--- src/rtl/coin_entry_ctrl.sv ---
// coin_entry_ctrl: synchronises and debounces three raw coin buttons, encodes
// each accepted press into a 2-bit coin code and presents it to the vending FSM
// as a setup cycle followed by a held next strobe.
//
// Handshake: coin_in/next form the valid side toward the vending FSM. coin_in is
// stable one cycle before next rises and for as long as next is high. accept acts
// as ready but is sampled only in IDLE: a press seen while accept is low is
// rejected (one-cycle reject pulse), never queued, and dropping accept after the
// press has been taken does not abort the delivery.
module coin_entry_ctrl #(
    parameter int DEBOUNCE_CYCLES = 16,
    parameter int HOLD_CYCLES     = 4,
    parameter int CNT_W           = 8
) (
    input  logic             clk,
    input  logic             reset,
    input  logic             btn_a,
    input  logic             btn_b,
    input  logic             btn_c,
    input  logic             accept,
    output logic [1:0]       coin_in,
    output logic             next,
    output logic             busy,
    output logic             reject,
    output logic [CNT_W-1:0] coin_count,
    output logic [1:0]       dbg_state
);

    localparam int DB_W = (DEBOUNCE_CYCLES > 2) ? $clog2(DEBOUNCE_CYCLES) : 1;
    localparam int HD_W = (HOLD_CYCLES > 2) ? $clog2(HOLD_CYCLES) : 1;
    localparam logic [DB_W-1:0] DB_LAST = DB_W'(DEBOUNCE_CYCLES - 1);
    localparam logic [HD_W-1:0] HD_LOAD = HD_W'(HOLD_CYCLES - 1);

    typedef enum logic [1:0] {
        S_IDLE    = 2'd0,
        S_PRESENT = 2'd1,
        S_STROBE  = 2'd2,
        S_RELEASE = 2'd3
    } state_t;

    // Button bit order throughout: [0]=a, [1]=b, [2]=c.
    logic [2:0]      w_raw;
    logic [2:0]      r_sync1;
    logic [2:0]      r_sync2;
    logic [2:0]      r_db_level;
    logic [2:0]      r_db_level_d;
    logic [DB_W-1:0] r_db_cnt [3];

    logic [2:0]      w_event;
    logic            w_any_event;
    logic            w_multi_event;
    logic [1:0]      w_code;

    state_t          r_state;
    state_t          w_state_nxt;
    logic [1:0]      r_coin;
    logic [1:0]      w_coin_nxt;
    logic            r_next;
    logic            w_next_nxt;
    logic            r_reject;
    logic            w_reject_nxt;
    logic [HD_W-1:0] r_hold;
    logic [HD_W-1:0] w_hold_nxt;
    logic [CNT_W-1:0] r_count;
    logic [CNT_W-1:0] w_count_nxt;

    assign w_raw = {btn_c, btn_b, btn_a};

    // Two-flop synchronisers and per-button debounce counters/levels.
    always_ff @(posedge clk or posedge reset) begin
        if (reset) begin
            r_sync1      <= '0;
            r_sync2      <= '0;
            r_db_level   <= '0;
            r_db_level_d <= '0;
            for (int i = 0; i < 3; i++) begin
                r_db_cnt[i] <= '0;
            end
        end else begin
            r_sync1      <= w_raw;
            r_sync2      <= r_sync1;
            r_db_level_d <= r_db_level;
            for (int i = 0; i < 3; i++) begin
                if (r_sync2[i] == r_db_level[i]) begin
                    r_db_cnt[i] <= '0;
                end else if (r_db_cnt[i] == DB_LAST) begin
                    r_db_cnt[i]   <= '0;
                    r_db_level[i] <= ~r_db_level[i];
                end else begin
                    r_db_cnt[i] <= r_db_cnt[i] + 1'b1;
                end
            end
        end
    end

    // Press events are debounced rising edges; more than one at once is ambiguous.
    assign w_event       = r_db_level & ~r_db_level_d;
    assign w_any_event   = |w_event;
    assign w_multi_event = (w_event[0] & w_event[1]) | (w_event[0] & w_event[2]) |
                           (w_event[1] & w_event[2]);
    assign w_code        = w_event[2] ? 2'b11 :
                           w_event[1] ? 2'b10 :
                           w_event[0] ? 2'b01 : 2'b00;

    // Next-state and next-output logic of the delivery FSM.
    always_comb begin
        w_state_nxt  = r_state;
        w_coin_nxt   = r_coin;
        w_hold_nxt   = r_hold;
        w_count_nxt  = r_count;
        w_reject_nxt = 1'b0;
        case (r_state)
            S_IDLE: begin
                if (w_any_event) begin
                    if (w_multi_event || !accept) begin
                        w_reject_nxt = 1'b1;
                    end else begin
                        w_coin_nxt  = w_code;
                        w_state_nxt = S_PRESENT;
                    end
                end
            end
            S_PRESENT: begin
                w_state_nxt = S_STROBE;
                w_hold_nxt  = HD_LOAD;
                if (r_count != '1) begin
                    w_count_nxt = r_count + 1'b1;
                end
            end
            S_STROBE: begin
                if (r_hold == '0) begin
                    w_state_nxt = S_RELEASE;
                end else begin
                    w_hold_nxt = r_hold - 1'b1;
                end
            end
            S_RELEASE: begin
                if (r_db_level == 3'b000) begin
                    w_coin_nxt  = 2'b00;
                    w_state_nxt = S_IDLE;
                end
            end
            default: begin
                w_coin_nxt  = 2'b00;
                w_state_nxt = S_IDLE;
            end
        endcase
        w_next_nxt = (w_state_nxt == S_STROBE);
    end

    // State register plus registered coin, strobe, reject and counter outputs.
    always_ff @(posedge clk or posedge reset) begin
        if (reset) begin
            r_state  <= S_IDLE;
            r_coin   <= 2'b00;
            r_next   <= 1'b0;
            r_reject <= 1'b0;
            r_hold   <= '0;
            r_count  <= '0;
        end else begin
            r_state  <= w_state_nxt;
            r_coin   <= w_coin_nxt;
            r_next   <= w_next_nxt;
            r_reject <= w_reject_nxt;
            r_hold   <= w_hold_nxt;
            r_count  <= w_count_nxt;
        end
    end

    assign coin_in    = r_coin;
    assign next       = r_next;
    assign reject     = r_reject;
    assign coin_count = r_count;
    assign busy       = (r_state != S_IDLE);
    assign dbg_state  = r_state;

endmodule

--- config.mk ---
export PLATFORM = sky130hd
export DESIGN_NAME = coin_entry_ctrl
export DESIGN_NICKNAME = d
export VERILOG_FILES = /design/src/rtl/coin_entry_ctrl.sv
export SDC_FILE = /design/constraint.sdc
export NUM_CORES = 1
export LEC_CHECK = 0
export BUFFER_PORTS_ARGS = -buffer_cell sky130_fd_sc_hd__buf_2
export CORE_MARGIN = 5
export CORE_UTILIZATION = 56
export DETAILED_ROUTE_END_ITERATION = 16
export PLACE_DENSITY = 0.77
export SETUP_SLACK_MARGIN = 0.2
export SLEW_MARGIN = 10
export SYNTH_ARGS = -nofsm -noshare
export SYNTH_HDL_FRONTEND = slang
export SYNTH_SLANG_ARGS = --single-unit
export TNS_END_PERCENT = 10
--- constraint.sdc ---
create_clock -name clk -period 2.1 [get_ports clk]
set_input_delay 0.315 -clock clk [delete_from_list [all_inputs] [get_ports clk]]
set_output_delay 0.315 -clock clk [all_outputs]
set_load 0.005 [all_outputs]
Yosys cells after proc, flatten, opt, wreduce, memory -nomap -nowiden
Cells that the tools add are included.

cells by class
  add/subtract/negate cells = 5
  equality and inequality tests = 15
  multiplexer cells = 23
  bitwise logic cells = 13
  reduce and logical (&&, ||, !) cells = 15

operators with widths
  cell                                           count
  2-to-1 mux 4 bit                               6
  2-to-1 mux 2 bit                               10
  adder 4 x 1 -> 4 bit, second input constant    3
  == test 4 bit, second input constant           3
  AND reduction 2 bit                            5
  adder 8 x 1 -> 8 bit, second input constant    1
  inequality test 2 bit, second input constant   4
  inequality test 8 bit, second input constant   1
  one-hot mux 2 bit (2 select lines)             2
  one-hot mux 2 bit (4 select lines)             1
  == test 2 bit, second input constant           3
  inverter 1 bit                                 6
  nonzero test 2 bit                             3
  zero test 2 bit                                2
  2-to-1 mux 1 bit                               4
  AND reduction 4 bit                            1
  AND 1 bit                                      3
  AND 3 bit                                      1
  == test 1 bit                                  3
  zero test 3 bit                                1
  inverter 3 bit                                 1
  OR reduction 3 bit                             1
  == test 2 x 1 -> 1 bit, second input constant  1
  bitwise OR 1 bit                               2
  3 further kinds                                3

storage, ports and cells
  register bits = 40
  bits of input ports = 6

Longest topological paths before layout
  word-level depth = 10
  gate-level depth with buffers = 5

Worst setup path after synthesis
OpenSTA, ideal clock, no wires.

  kind = register -> register
  from = reg r_state[1] (netlist: dbg_state[1])
  to = reg r_count[7] (netlist: coin_count[7])
  setup time = 125 ps
  arrival time = 1394 ps
  required time = 1975 ps
  path slack = 581 ps
  stages on the path, launching flop included = 6
  path buffers = 1
  cell sequence = dfrtp_1 buf_6 and2b_2 nand4_4 nor3_2 mux2_2

on the way
  longest elaborated chain between the ends = 2

ends and longest elaborated chain
  what                                  line  source
  from (decl)                           54    state_t r_state;
  from (signal assigned)                161   r_state <= w_state_nxt;
  == test 2 x 1 -> 1 bit                112   case (r_state)
  AND reduction 2 bit (no source line)  -
  to (signal assigned)                  166   r_count <= w_count_nxt;
  to (decl)                             64    logic [CNT_W-1:0] r_count;

Every way passes these cells.
A chain may end at the register's enable or synchronous reset.

Worst setup path after layout
  from = reg r_count[0] (netlist: coin_count[0])
  to = reg r_count[1] (netlist: coin_count[1])

on the way
  longest elaborated chain between the ends = 2

ends and longest elaborated chain
  what
  parallel branches: the longest is 2 deep, another holds adder 8 x 1 -> 8 bit

Parallel ways; which one is timed is not known.

==> metrics <==
Longest Clk Path Bufs 2; global-route wire length before repair 5.36 mm; largest net degree at the start of global routing ~40; syn nets around 160; syn avg cell area 11.8 um^2; via/cell ratio ~5.5; TritonRoute pass-1 iters 4; Worst IR Drop VDD 407 uV; Final TNS setup 0 ns; met2 Track Usage GR 0.273; count of cell types in the netlist 35; met3 usage 0.0410; CTS resizes 0; Power Density about 940 nW/um^2; Final period util 0.777; fin crit period approximately 1.6 ns; RePlAce Congestion about 0.80; mux share of post-synthesis cell area 0.0385; Max Slew Vio Count 0; die height between 60 and 70 um; crit path from coin_count[0]$_DFFE_PP0P_; clk sink count 40; sequential share of the synthesized area 0.581; most frequent cells in the layout dfrtp_1, buf_2, a21oi_1, nor2_1; Design Power between 1.5 and 2 mW; GRT Total Usage 0.165; ant diodes 0; Layout area overhead 11.5%; Post-Synth Simple-Gate Area 0.152; Synth Area in XOR/XNOR 0.0559; DRC violations left 0; Clock Latency Late Sink around 0.35 ns; routed vias 1142; crit path DAT 1.88 ns; final setup fails 0; r2r endpoint coin_count[1]$_DFFE_PP0P_; worst relative slew slack 0.683; ratio of cells with drive above 1 in the final layout 0.218; Std-Cell Rows 20; DR WL/cell approximately 14 um; status completed; Synth warnings 0; Clock H-tree levels 2; crit path max fanout 4; met1 Track Usage GR 0.195; Syn Std Cell Area ~1700 um^2; LEAKAGE between 0.9 and 1 nW; Post-Route WL between 2 and 3 mm; FILL cells 230; Max Clk Rate between 0.6 and 0.7 GHz; adder-cell share of the synthesized area 0.0421; final hold viol count 0; Synth Register Bits 40; core area around 3000 um^2; DP Worst Slack 0.482 ns; Post-CTS Hold Buffers 0; Post-Route Skew ~0.013 ns; Worst EP required about 2.4 ns; number of max-cap violations 0; antenna violations before repair 0; CP Launch Type register; worst r2r path cells 4; antenna viol nets, final 0; vias in the first global route between 1000 and 1500; root buffer cell clkbuf_4; Post-Syn Instances between 100 and 150; port bufs 20; Num CTS Buffers 5; total die area around 4300 um^2; Worst Setup End Kind register; area of the multi-input gates 682 um^2; DRT iter0 DRCs between 60 and 70; final worst slack between 0.4 and 0.5 ns; Detailed Place HPWL 2.08 mm; main combinational cell family by area after synthesis simple AND/OR/NAND/NOR gates; GR peak layer met2; type of the most critical hold path in -> async; unrepaired setup endpoints after global routing false; IO Count 21; Synth Area in Compound Gates 0.107; postcts setup bufs 0; Worst-path clk slew between 0.1 and 0.15 ns; worst slew pin tran around 0.48 ns; Die X ~65 um; reg2reg start coin_count[0]$_DFFE_PP0P_; layout net count 184; Reg2Reg Setup Slack between 0.4 and 0.5 ns; most common cell after layout, fill and taps aside dfrtp_1; total gr overflow 0; starting density of the core 0.574; Crit Path Category reg -> reg; Sequential Area 1000 um^2; CTS tree built
[logic make-up after synthesis]
family | Yosys count
adder cells (fa/ha/maj) | 6
XOR/XNOR | 11
flip-flops | 40
buffers and inverters | 9
AND/OR/NAND/NOR | 43
AO/OA/AOI/OAI | 31
multiplexers | 6
[per-layer routing]
| layer | up-vias | routed length (um) |
|---|---|---|
| met5 | - | 0 |
| met4 | 0 | 74 |
| met3 | 7 | 98 |
| met2 | 25 | 1390 |
| met1 | 540 | 1290 |
| li1 | 570 | - |
[report_power, final]
part	total [mW]	leakage (nW)	internal, mW	switching (mW)
clock	0.404	0.0380	0.159	0.245
sequential	0.987	0.520	0.867	0.120
combinational	0.412	0.351	0.208	0.204
[cell type report]
type / count / share of cell area
Sequential cell: 40 / 0.520
Multi-Input combinational cell: 97 / 0.355
Timing Repair Buffer: 21 / 0.0560
Clock buffer: 6 / 0.0267
Tap cell: 33 / 0.0215
Inverter: 8 / 0.0156
Clock inverter: 2 / 0.00520
[metrics by stage]
step / cells / instance area, um^2 / hold slack [ns] / utilization
after global placement: 199 / 1860 / 0.332 / 0.620
final: 207 / 1920 / 0.0477 / 0.640
after CTS: 207 / 1920 / 0.0552 / 0.640
after global routing: 207 / 1920 / 0.0464 / 0.640
after floorplan: 146 / 1720 / 0.331 / -
after detailed placement: 199 / 1860 / 0.336 / 0.620
[sequential cells by signal (all words and copies together) (netlist names)]
signal and flops:
r_db_cnt 12, r_sync2 3, r_db_level_d 3, coin_in 2, coin_count 8, r_hold 2
r_db_level 3, next 1, dbg_state 2, reject 1, r_sync1 3
[synthesized netlist by cell type]
cell type	n	area (um^2)
nand2_1	7	26.3
a21oi_1	12	60.1
nand4_4	1	21.3
mux2_2	5	56.3
nand3_1	5	25.0
nor3_2	1	10.0
nor3_1	1	5.00
a221oi_1	1	8.76
o21ai_0	8	40.0
dfrtp_1	40	1000
xor2_1	3	26.3
maj3_1	1	10.0
ha_1	5	62.6
nand3b_1	1	7.51
a21o_1	1	7.51
and2b_2	1	8.76
nor2_1	10	37.5
o22ai_1	1	6.26
mux2i_1	1	10.0
a2bb2oi_1	1	8.76
nand2b_1	3	18.8
a22oi_1	1	7.51
buf_6	1	11.3
xnor2_1	8	70.1
and2_1	1	6.26
o211ai_1	1	7.51
nand4b_1	3	26.3
nor3b_1	3	22.5
nor2b_1	4	25.0
a31oi_1	2	12.5
nand4_1	1	6.26
o22a_1	2	17.5
inv_1	8	30.0
a311oi_1	1	8.76
nor4b_2	1	15.0
[how the worst max path moves through the flow]
| stage | to | slack (ns) |
|---|---|---|
| 6_report | coin_count[1]$_DFFE_PP0P_ | 0.47 |
| 5_1_grt | coin_count[1]$_DFFE_PP0P_ | 0.38 |
| 4_1_cts | coin_count[1]$_DFFE_PP0P_ | 0.46 |
| 3_5_place_dp | coin_count[1]$_DFFE_PP0P_ | 0.48 |
| 3_3_place_gp | coin_count[7]$_DFFE_PP0P_ | 0.58 |
| 2_1_floorplan | coin_count[7]$_DFFE_PP0P_ | 0.58 |
[critical path, cell delays in order (launching register included)]
cell	delay [ns]
dfrtp_1	0.46
ha_1	0.22
nand3_1	0.15
o21ai_0	0.33
mux2_2	0.38
No activity file was read; power rests on OpenSTA's default activity.
